==> config.mk <==
export PLATFORM = sky130hd
export DESIGN_NAME = contador_comparador_n
export DESIGN_NICKNAME = d
export VERILOG_FILES = /design/src/rtl/contador_comparador_n.sv
export SDC_FILE = /design/constraint.sdc
export NUM_CORES = 1
export LEC_CHECK = 0
export CAP_MARGIN = 20
export CORE_UTILIZATION = 31
export DETAILED_ROUTE_END_ITERATION = 10
export DONT_BUFFER_PORTS = 1
export GPL_TIMING_DRIVEN = 0
export PLACE_DENSITY = 0.42
export SLEW_MARGIN = 10
export SYNTH_ARGS = -nofsm -noshare
export SYNTH_HDL_FRONTEND = slang
export SYNTH_SLANG_ARGS = --single-unit
==> constraint.sdc <==
create_clock -name clock -period 1.9 [get_ports clock]
set_input_delay 0.285 -clock clock [delete_from_list [all_inputs] [get_ports clock]]
set_output_delay 0.285 -clock clock [all_outputs]
set_load 0.02 [all_outputs]
==> src/rtl/contador_comparador_n.sv <==
// N-bit modulo-M up/down counter with clear, load and enable, an unsigned
// comparator against chaves, and a registered match sampler with a saturating hit counter.
module contador_comparador_n #(
  parameter int N = 4,
  parameter int M = 16
) (
  input  logic         clock,
  input  logic         reset,
  input  logic         zera,
  input  logic         carrega,
  input  logic         conta,
  input  logic         decrementa,
  input  logic         compara,
  input  logic [N-1:0] chaves,
  output logic         menor,
  output logic         maior,
  output logic         igual,
  output logic         fim,
  output logic         acerto_reg,
  output logic [N-1:0] acertos,
  output logic [N-1:0] db_contagem
);

  localparam logic [N-1:0] LAST = N'(M - 1);
  localparam logic [N-1:0] ONE  = N'(1);
  // One extra bit so the load clamp works when M = 2^N.
  localparam logic [N:0]   MOD  = (N + 1)'(M);

  logic [N-1:0] count;

  always_ff @(posedge clock or posedge reset) begin
    if (reset) begin
      count <= '0;
    end else if (zera) begin
      count <= '0;
    end else if (carrega) begin
      count <= ({1'b0, chaves} < MOD) ? chaves : LAST;
    end else if (conta) begin
      if (decrementa) begin
        count <= (count == '0) ? LAST : count - ONE;
      end else begin
        count <= (count == LAST) ? '0 : count + ONE;
      end
    end
  end

  assign menor       = count < chaves;
  assign maior       = count > chaves;
  assign igual       = count == chaves;
  assign fim         = decrementa ? (count == '0) : (count == LAST);
  assign db_contagem = count;

  // Samples igual as seen during this cycle, i.e. the pre-edge count.
  always_ff @(posedge clock or posedge reset) begin
    if (reset) begin
      acerto_reg <= 1'b0;
      acertos    <= '0;
    end else if (zera) begin
      acerto_reg <= 1'b0;
      acertos    <= '0;
    end else if (compara) begin
      acerto_reg <= igual;
      if (igual && (acertos != '1)) begin
        acertos <= acertos + ONE;
      end
    end
  end

endmodule
# Word level (Yosys, flattened, before mapping)
# Cells that the tools add are included.
[word_totals]
register_bits = 9
latchBits = 0
mem_bits_rw = 0
mem_bits_ro = 0
output_inout_bits = 13
wordCells = 29
memories = 0
[op_classes]
addsub = 3
multipliers = 0
div_mod_pow = 0
order_cmp = 2
n_eq_ne = 3
shift = 0
n_mux = 12
bitwise_logic = 0
reduce_logical = 6
[op_table]
columns = ["cell", "n"]
rows = [
  ["4-bit 2-to-1 mux", 9],
  ["4-bit by 1-bit adder with 4-bit output, second input constant", 2],
  ["4-bit equality test", 1],
  ["4-bit equality test, second input constant", 1],
  ["4-bit greater-than comparator", 1],
  ["4-bit zero test", 1],
  ["4-bit < comparator", 1],
  ["4-bit != test, second input constant", 1],
  ["2-bit nonzero test", 2],
  ["4-bit by 1-bit subtractor with 4-bit output, second input constant", 1],
  ["1-bit 2-to-1 mux", 3],
  ["3-bit nonzero test", 1],
  ["2-bit AND reduction", 1],
  ["1-bit logical AND", 1],
]

# Depth between registers and ports, before layout
# Gate-level depths: netlist of the first run.
[logic_depth]
word_depth = 6
depth_mapped = 7
ltp_nobuf = 6

# Least setup slack after synthesis of the first run
# Ideal clock, no wire load.
[synth_path]
path_type = "flip-flop to output port"
start = "register count[0], in the netlist db_contagem[0]"
end = "output maior"
t_arrival_ps = 1559
setup_slack_ps = 56
path_stages_with_launch = 6
path_cell_list = "dfrtp_1 > inv_1 > ha_1 > and4_1 > buf_4 > nor2_1"
[synth_between]
elab_chain_cells = 1
[synth_rtl]
columns = ["element", "line", "text"]
rows = [
  ["from (decl)", "29", "logic [N-1:0] count;"],
  ["from (signal assigned)", "37", "count <= ({1'b0, chaves} < MOD) ? chaves : LAST;"],
  ["from (signal assigned)", "40", "count <= (count == '0) ? LAST : count - ONE;"],
  ["from (signal assigned)", "42", "count <= (count == LAST) ? '0 : count + ONE;"],
  ["4-bit greater-than comparator", "48", "assign maior = count > chaves;"],
  ["to (decl)", "16", "output logic maior,"],
]
# No other way between the ends.

# Worst setup path after layout of the first run
[layout_path]
start = "register count[1], in the netlist db_contagem[1]"
end = "output maior"
# The elaborated chain is that of the path after synthesis.

==> reports/metrics.json, run 1 <==
{
  "final_layout": {
    "multi_input_area_um2": 490,
    "final_core_util": 0.422,
    "final_layout_size_suffix_gt1_frac": 0.221,
    "final-instance-count-excl-fill": 113,
    "finalNetCount": 105,
    "antenna-diode-count": 0,
    "register_area_um2": 230,
    "fillCellCount": 220,
    "area_delta_synth_final_pct": 22.2
  },
  "setup_path": {
    "cp.depth": 4,
    "cp.arrival_ns": 1.56,
    "timing.setup.critical_path_class": "reg -> out",
    "crit-reg2reg-launch": "db_contagem[0]",
    "cp_num_buf_inv": 0,
    "timing.critical_path.slowest_stage_cell": "dfrtp_2",
    "timing.critical_path.fanout_max": 9,
    "worst-r2r-setup-slack_ns": 0.23,
    "timing.critical_path.to_type": "primary output",
    "critPathRequiredTime_ns": 1.62,
    "critPathMaxStageDelay_ns": 0.51,
    "timing.critical_path.from_type": "register",
    "cpLargestDelayFamily": "flip-flops",
    "crit_path_cell_trace": "ha_4 -> a21oi_1 -> o21a_2 -> nor2_4",
    "reg2regPathDepth": 7,
    "r2r_end": "acertos[2]"
  },
  "yosys": {
    "synth_largest_type_area_fraction": 0.319,
    "post_synth.cell_area_avg_um2": 8.82,
    "synth_fp_nets": 98,
    "synthAdderAreaFrac": 0.124,
    "combinational_family_with_the_most_area_after_synthesis": "simple AND/OR/NAND/NOR gates",
    "ys_warn_count": 0,
    "leading_area_contributor_after_synthesis": "dfrtp_1",
    "synth.ff_latch_count": 9,
    "synth-xor-area-share": 0.0496,
    "area_fraction_in_and_or_nand_and_nor_cells_after_synthesis": 0.215,
    "share_of_the_synthesized_area_in_compound_gates_ao_oa_aoi_oai": 0.190,
    "ys_top_cells_by_area": "dfrtp_1, ha_1, a21oi_1, inv_1, nor2_1",
    "seq_area_frac_synth": 0.319,
    "netlist-cell-type-count": 34,
    "syn_std_cell_area_um2": 706,
    "postSynthCellCount": 80,
    "muxShareOfSynthArea": 0.0284
  },
  "clock_tree": {
    "clock_sink_count": 9,
    "worst_setup_hold_path_clk_slew_ns": 0.06,
    "cts_tree": "yes",
    "cts_root_buffer": "clkbuf_4",
    "clk-insertion-delay-late_ns": 0.26,
    "cts-buffers-inserted": 3,
    "clockBufferDepth": 2,
    "cts.htree.levels": 1
  },
  "worst_hold_path": {
    "hold-path-cell-count": 2,
    "hold_path.class": "in -> reg",
    "worst_hold_path.endpoint": "db_contagem[0]",
    "worstHoldStart": "conta"
  },
  "pwr": {
    "intPower_mw": 0.347,
    "power.net_switching_mw": 0.172,
    "power_frac_comb": 0.270,
    "worst_ir_drop_vdd_mv": 0.310,
    "proportion_of_power_drawn_by_flip_flops_and_latches": 0.445,
    "static-leakage-power_nw": 0.390,
    "pwr-share-clk": 0.285,
    "p_sw_frac": 0.331,
    "cell_area_power_density_nw_per_um2": 601
  },
  "sta": {
    "maxClockFrequency_mhz": 542,
    "finalSetupViolCount": 0,
    "worstMarginPinSlew_ns": 0.417,
    "finalCritPeriodShare": 0.971,
    "rsz0062_at_grt": "true",
    "timing.final.max_slew_violations": 0,
    "slew-limit-headroom": 0.722,
    "fin_crit_ns": 1.84,
    "fin_skew_ns": 0.00545,
    "hold_violations": 0
  },
  "floorplanning": {
    "initial_utilization": 0.346,
    "die_x_um": 49.7,
    "die_h_um": 49.7,
    "core.rowCount": 16,
    "placeable_area_um2": 2040,
    "dieArea_um2": 2470,
    "num_io_pins": 24
  },
  "global_route": {
    "grt_max_degree": 11,
    "grt_antenna_before_repair": 0,
    "grt_remaining_overflow": 0,
    "total_global_routing_track_utilization": 0.148,
    "grt_pass1_vias": 599,
    "grt_pass1_wl_um": 2750
  },
  "placement": {
    "global_placer_s_final_weighted_congestion": 0.719,
    "io_buffer_count": 0,
    "placed_cells_incl_taps": 107,
    "hpwl_um": 1240
  },
  "detailed_routing": {
    "average_detailed_routed_wire_length_per_instance_um": 14.4,
    "via_count": 595,
    "drt-total-wl_um": 1630,
    "detail_route.vias_per_cell": 5.27,
    "post-route-drc-count": 0,
    "drt_pass1_iterations": 3,
    "detail_route.iter0.violations": 5,
    "ant_nets": 0
  },
  "status": {
    "run_status": "finished clean"
  },
  "job": {
    "cap_viol_max_count": 0
  }
}
==> stage by stage <==
step / power, mW / hold WS, ns / setup WS, ns / setup TNS [ns] / area [um2]
6_report: 0.518 / 0.186 / 0.0557 / 0 / 862
3_5_place_dp: 0.348 / 0.167 / -0.0967 / -0.0967 / 739
5_1_grt: 0.561 / 0.180 / -0.0110 / -0.0110 / 862
2_1_floorplan: 0.324 / 0.113 / 0.0563 / 0 / 706
4_1_cts: 0.511 / 0.175 / -0.0145 / -0.0145 / 792
3_3_place_gp: 0.347 / 0.165 / -0.0894 / -0.0894 / 739
==> cells in the final DEF, fill, tap and decap left out, types with 2 or more instances in the layout <==
cell	Yosys	layout
o21ai_1	3	3
nor3_1	3	3
nor2_1	8	7
nor2b_1	2	2
ha_4	0	4
ha_1	7	3
nand3_1	3	3
nand4_1	2	2
a31oi_1	2	2
a211o_1	2	2
inv_1	8	7
mux2i_1	2	2
dfrtp_1	9	5
a21oi_1	6	6
buf_6	1	2
xor2_1	3	3
dfrtp_2	0	4
clkbuf_4	0	3
==> routing by layer <==
layer  vias up  share of wire  track usage
met1       273           0.49        0.209
li1        302              -            -
met2        18           0.44        0.209
met5         -              0            0
met4         0         0.0068       0.0286
met3         2          0.060       0.0617
==> synth_stat cells <==
master and instances:
and4_1 1, xnor2_1 1, o21ai_1 3, ha_1 7, nor2b_1 2, nand4_1 2
o21ba_1 1, xor2_1 3, mux2i_1 2, o21ai_0 1, dfrtp_1 9, nand2b_1 1
nor2_1 8, o31ai_1 1, o311ai_1 1, buf_4 1, nor3_1 3, a211o_1 2
inv_1 8, o21a_1 1, buf_6 1, a31oi_1 2, nand2_1 1, and3_1 1
nand3_1 3, nand3b_1 1, a21oi_1 6, a211oi_1 1, and4b_1 1, a211oi_2 1
and2_1 1, nand3_2 1, buf_1 1, nor3b_1 1
==> power by group through the flow <==
stage	Clock [mW]	Sequential (mW)	Combinational (mW)
floorplan	0	0.226	0.0983
global placement	0	0.231	0.115
detailed placement	0	0.231	0.117
CTS	0.156	0.229	0.127
global route	0.170	0.233	0.158
finish	0.147	0.231	0.140
==> worst reg2reg max path, stage by stage, from the launching register on <==
cell and delay, ns:
dfrtp_2 0.51, inv_4 0.07, ha_4 0.26, and4_1 0.18, buf_6 0.16, nand3_1 0.09, nor3b_1 0.20, nor3_1 0.06
==> cell families after synthesis <==
logic type,Yosys count
adder cells (fa/ha/maj),7
buffers and inverters,11
flip-flops,9
multiplexers,2
AO/OA/AOI/OAI,20
AND/OR/NAND/NOR,27
XOR/XNOR,4
==> repair_timing <==
action,CTS,global route
hold buffers,1,0
setup buffers,0,1
hold endpoints to repair,9,0
setup endpoints to repair,4,2
pin swaps,1,4
gates resized for setup,9,7
==> area by class of cell <==
class,instances,area share
sequential,9,0.267
clock buffer,4,0.0305
tap,27,0.0392
timing repair buffer,2,0.0261
inverter,8,0.0377
multi-input combinational,60,0.569
buffer,3,0.0305
==> worst max-delay path by stage <==
stage | from | endpoint | slack, ns
4_1_cts | db_contagem[1] | maior | -0.01
2_1_floorplan | db_contagem[0] | maior | 0.06
3_3_place_gp | db_contagem[0] | maior | -0.09
3_5_place_dp | db_contagem[0] | maior | -0.1
5_1_grt | db_contagem[1] | maior | -0.01
6_report | db_contagem[1] | maior | 0.06
Note: power is estimated with default switching activity, not from simulation.
==> inputs of run 2 (changes only) <==
==> constraint.sdc (replaced) <==
create_clock -name clock -period 1.7 [get_ports clock]
set_input_delay 0.255 -clock clock [delete_from_list [all_inputs] [get_ports clock]]
set_output_delay 0.255 -clock clock [all_outputs]
set_load 0.02 [all_outputs]
==> reports/metrics.json, run 2 (same netlist as run 1, synthesis figures left out) <==
{
  "floorplanning": {
    "dieArea_um2": 2470,
    "num_io_pins": 24,
    "initial_utilization": 0.346,
    "core.rowCount": 16,
    "placeable_area_um2": 2040,
    "die_h_um": 49.7,
    "die_x_um": 49.7
  },
  "placement": {
    "placed_cells_incl_taps": 107,
    "global_placer_s_final_weighted_congestion": 0.744,
    "io_buffer_count": 0,
    "hpwl_um": 1280
  },
  "worst_hold_path": {
    "worstHoldStart": "chaves[1]",
    "hold_path.class": "in -> reg"
  },
  "detailed_routing": {
    "drt-total-wl_um": 1790,
    "post-route-drc-count": 0,
    "ant_nets": 0,
    "detail_route.vias_per_cell": 5.41,
    "average_detailed_routed_wire_length_per_instance_um": 15.7,
    "via_count": 617,
    "detail_route.iter0.violations": 14,
    "drt_pass1_iterations": 4
  },
  "setup_path": {
    "crit-reg2reg-launch": "db_contagem[0]",
    "timing.critical_path.to_type": "primary output",
    "r2r_end": "acertos[2]",
    "timing.critical_path.fanout_max": 7,
    "timing.critical_path.from_type": "register",
    "worst-r2r-setup-slack_ns": 0.05,
    "timing.setup.critical_path_class": "reg -> out",
    "reg2regPathDepth": 7,
    "crit_path_start": "db_contagem[2]",
    "critPathRequiredTime_ns": 1.44,
    "critical_path.endpoint": "maior",
    "cp.arrival_ns": 1.55
  },
  "clock_tree": {
    "cts_root_buffer": "clkbuf_4",
    "worst_setup_hold_path_clk_slew_ns": 0.06,
    "cts.htree.levels": 1,
    "clk-insertion-delay-late_ns": 0.26,
    "clockBufferDepth": 2,
    "clock_sink_count": 9,
    "cts-buffers-inserted": 3,
    "cts_tree": "yes"
  },
  "final_layout": {
    "layout_commonest_cell": "nor2_1",
    "layout_common_cells": "nor2_1, inv_1, a21oi_1, dfrtp_1",
    "final-instance-count-excl-fill": 114,
    "final_layout_size_suffix_gt1_frac": 0.264,
    "area_delta_synth_final_pct": 23.9,
    "finalNetCount": 106,
    "antenna-diode-count": 0,
    "fillCellCount": 230
  },
  "global_route": {
    "grt_pass1_vias": 663,
    "grt_remaining_overflow": 0,
    "grt_antenna_before_repair": 0,
    "grt_max_degree": 11,
    "total_global_routing_track_utilization": 0.168,
    "grt_pass1_wl_um": 3080
  },
  "sta": {
    "slew-limit-headroom": 0.709,
    "maxClockFrequency_mhz": 554,
    "hold-worst-slack_ns": 0.147,
    "timing.final.max_slew_violations": 0,
    "finalCritPeriodShare": 1.06,
    "hold_violations": 0,
    "rsz0062_at_grt": "true",
    "finalSetupViolCount": 3,
    "fin_skew_ns": 0.00254,
    "worstMarginPinSlew_ns": 0.436,
    "fin_crit_ns": 1.81,
    "setup_slack_ns": -0.106
  },
  "pwr": {
    "worst_ir_drop_vdd_mv": 0.345,
    "cell_area_power_density_nw_per_um2": 685,
    "static-leakage-power_nw": 0.377
  },
  "status": {
    "violations": "negative setup slack",
    "run_status": "finished, violations left"
  },
  "job": {
    "cap_viol_max_count": 0
  }
}
==> run 2: what timing repair did <==
| action | 4_1_cts | 5_1_grt |
|---|---|---|
| gates resized for setup | 16 | 3 |
| setup buffers | 2 | 0 |
| endpoints found under the setup margin | 8 | 9 |
| hold buffers | 1 | 0 |
| cloned | 0 | 0 |
| pin swaps | 5 | 6 |
| hold endpoints to repair | 9 | 0 |
==> run 2: final cells by class <==
| cell class | instances | area (um2) | share of cell area |
|---|---|---|---|
| Buffer | 3 | 26.3 | 0.0300 |
| Timing Repair Buffer | 3 | 17.5 | 0.0200 |
| Inverter | 8 | 32.5 | 0.0372 |
| Clock buffer | 4 | 26.3 | 0.0300 |
| Multi-Input combinational cell | 60 | 508 | 0.581 |
| Sequential cell | 9 | 230 | 0.263 |
| Tap cell | 27 | 33.8 | 0.0386 |
==> run 2: power breakdown <==
| part | total, mW | leakage (nW) | switching, mW | internal, mW |
|---|---|---|---|---|
| Clock | 0.174 | 0.0150 | 0.0830 | 0.0907 |
| Sequential | 0.257 | 0.116 | 0.0324 | 0.225 |
| Combinational | 0.168 | 0.245 | 0.0916 | 0.0769 |
| Total | 0.599 | 0.377 | 0.207 | 0.392 |
==> run 2: worst min-delay path by stage <==
stage	to	slack [ns]	cells past startpoint
after floorplan	acerto_reg	0.08	1
after global placement	db_contagem[2]	0.14	1
after detailed placement	acerto_reg	0.14	1
after CTS	db_contagem[1]	0.14	2
after global routing	db_contagem[0]	0.14	2
final	db_contagem[1]	0.15	2
==> run 2: worst max-delay path, cell delays in order (launching register included) <==
cell	delay, ns
dfrtp_2	0.50
ha_4	0.28
and4_1	0.19
buf_6	0.15
nor2_4	0.17
==> run 2: layer usage <==
layer,GRT usage,share of wire,routed length [um],vias to the layer above
li1,-,-,-,299
met1,0.217,0.47,844,302
met2,0.250,0.48,860,16
met3,0.0494,0.045,80,0
met4,0.0857,0,0,0
met5,0,0,0,-
==> run 2: stage by stage <==
stage	total power [mW]	setup slack, ns	util	instance area [um2]	TNS (ns)
2_1_floorplan	0.364	0.0490	-	709	0
3_3_place_gp	0.390	-0.0789	0.364	743	-0.311
3_5_place_dp	0.390	-0.0689	0.364	743	-0.272
4_1_cts	0.604	-0.102	0.424	866	-0.139
5_1_grt	0.640	-0.160	0.428	875	-0.591
6_report	0.599	-0.106	0.428	875	-0.125
==> inputs of run 3 (changes only) <==
--- a/config.mk
+++ b/config.mk
@@ -10,6 +10,7 @@
 export DETAILED_ROUTE_END_ITERATION = 10
 export DONT_BUFFER_PORTS = 1
 export GPL_TIMING_DRIVEN = 0
+export MAX_ROUTING_LAYER = met4
 export PLACE_DENSITY = 0.42
 export SLEW_MARGIN = 10
 export SYNTH_ARGS = -nofsm -noshare
==> reports/metrics.json, run 3 (same netlist as run 1, synthesis figures left out) <==
{
  "sta": {
    "fin_crit_ns": 1.80,
    "maxClockFrequency_mhz": 555,
    "finalCritPeriodShare": 1.06,
    "setup_slack_ns": -0.103,
    "slew-limit-headroom": 0.711,
    "hold_violations": 0,
    "rsz0062_at_grt": "true",
    "finalSetupTns_ns": -0.114,
    "worstMarginPinSlew_ns": 0.433,
    "finalSetupViolCount": 2,
    "fin_skew_ns": 0.00258,
    "timing.final.max_slew_violations": 0
  },
  "global_route": {
    "grt.met1_usage": 0.213,
    "grt_pass1_vias": 664,
    "busiest_layer": "met2",
    "grt_pass1_wl_um": 3070,
    "grt_antenna_before_repair": 0,
    "routing_usage_on_met2": 0.252,
    "grt_remaining_overflow": 0,
    "globalRouteMet3Util": 0.0494,
    "grt_max_degree": 11,
    "total_global_routing_track_utilization": 0.172
  },
  "detailed_routing": {
    "average_detailed_routed_wire_length_per_instance_um": 15.7,
    "drt_pass1_iterations": 4,
    "drt-total-wl_um": 1790,
    "detail_route.vias_per_cell": 5.54,
    "ant_nets": 0,
    "via_count": 631,
    "detail_route.iter0.violations": 14,
    "post-route-drc-count": 0
  },
  "clock_tree": {
    "cts-buffers-inserted": 3,
    "clockBufferDepth": 2,
    "clock_sink_count": 9,
    "worst_setup_hold_path_clk_slew_ns": 0.06,
    "cts_root_buffer": "clkbuf_4",
    "cts.htree.levels": 1,
    "clk-insertion-delay-late_ns": 0.26,
    "cts_tree": "yes"
  },
  "pwr": {
    "worst_ir_drop_vdd_mv": 0.345,
    "static-leakage-power_nw": 0.377,
    "cell_area_power_density_nw_per_um2": 683
  },
  "final_layout": {
    "post-route-cell-area_um2": 875,
    "area_delta_synth_final_pct": 23.9,
    "final-instance-count-excl-fill": 114,
    "layout_common_cells": "nor2_1, inv_1, a21oi_1, dfrtp_1",
    "fillCellCount": 230,
    "finalNetCount": 106,
    "layout_commonest_cell": "nor2_1",
    "antenna-diode-count": 0,
    "final_layout_size_suffix_gt1_frac": 0.264
  },
  "setup_path": {
    "critPathRequiredTime_ns": 1.44,
    "timing.critical_path.from_type": "register",
    "crit_path_start": "db_contagem[2]",
    "timing.critical_path.fanout_max": 7,
    "timing.critical_path.to_type": "primary output",
    "cp.arrival_ns": 1.55,
    "timing.setup.critical_path_class": "reg -> out",
    "crit-reg2reg-launch": "db_contagem[0]"
  },
  "placement": {
    "hpwl_um": 1280,
    "post_dp_cell_area_um2": 743,
    "io_buffer_count": 0,
    "global_placer_s_final_weighted_congestion": 0.753,
    "placed_cells_incl_taps": 107,
    "place_worst_setup_slack_ns": -0.0689
  },
  "floorplanning": {
    "initial_utilization": 0.346,
    "placeable_area_um2": 2040,
    "dieArea_um2": 2470,
    "num_io_pins": 24,
    "die_h_um": 49.7,
    "core.rowCount": 16,
    "die_x_um": 49.7
  },
  "worst_hold_path": {
    "worstHoldStart": "chaves[1]",
    "hold_path.class": "in -> reg"
  },
  "job": {
    "cap_viol_max_count": 0
  },
  "status": {
    "run_status": "finished, violations left",
    "violations": "negative setup slack"
  }
}
==> run 3: cell counts in the layout (fill, tap and decap cells not counted) <==
Identical to the previous run, type by type.
==> run 3: final cells by class <==
cell class / count / area [um2] / share of cell area
plain buffers: 3 / 26.3 / 0.0300
clock buffers: 4 / 26.3 / 0.0300
inverters: 8 / 32.5 / 0.0372
multi-input cells: 60 / 508 / 0.581
flip-flops and latches: 9 / 230 / 0.263
well taps: 27 / 33.8 / 0.0386
repair buffers: 3 / 17.5 / 0.0200
==> run 3: path summary, 6_finish.rpt <==
check,to,slack [ns],depth (start not counted)
max,maior,-0.10,4
min,db_contagem[1],0.15,2
max reg2reg,acertos[2],0.05,7
min reg2reg,acerto_reg,0.68,2
max in group asynchronous,db_contagem[0],1.01,2
min in group asynchronous,acerto_reg,0.40,2
==> run 3: where the power goes <==
part / switching, mW / leakage [nW] / internal, mW
Combinational: 0.0915 / 0.245 / 0.0769
Sequential: 0.0324 / 0.116 / 0.225
Clock: 0.0815 / 0.0150 / 0.0906
==> run 3: stage by stage <==
step	util	hold slack, ns	total power, mW
floorplan	-	0.0829	0.364
detailed placement	0.364	0.143	0.390
finish	0.428	0.149	0.597
CTS	0.424	0.140	0.604
global placement	0.364	0.137	0.390
global route	0.428	0.139	0.640
==> run 3: worst max-delay path: stages, from the launching register on <==
cell,delay [ns]
dfrtp_2,0.50
ha_4,0.28
and4_1,0.19
buf_6,0.15
nor2_4,0.17
==> run 3: timing repair <==
item	4_1_cts	5_1_grt
setup endpoints to repair	8	9
hold buffers	1	0
hold endpoints to repair	9	0
gates resized for setup	16	3
setup buffers	2	0
pin swaps	5	6
==> run 3: layer usage <==
metal	up-vias	part of all wire
li1	298	-
met1	309	0.47
met2	20	0.48
met3	4	0.045
met4	0	0.0067
met5	-	0
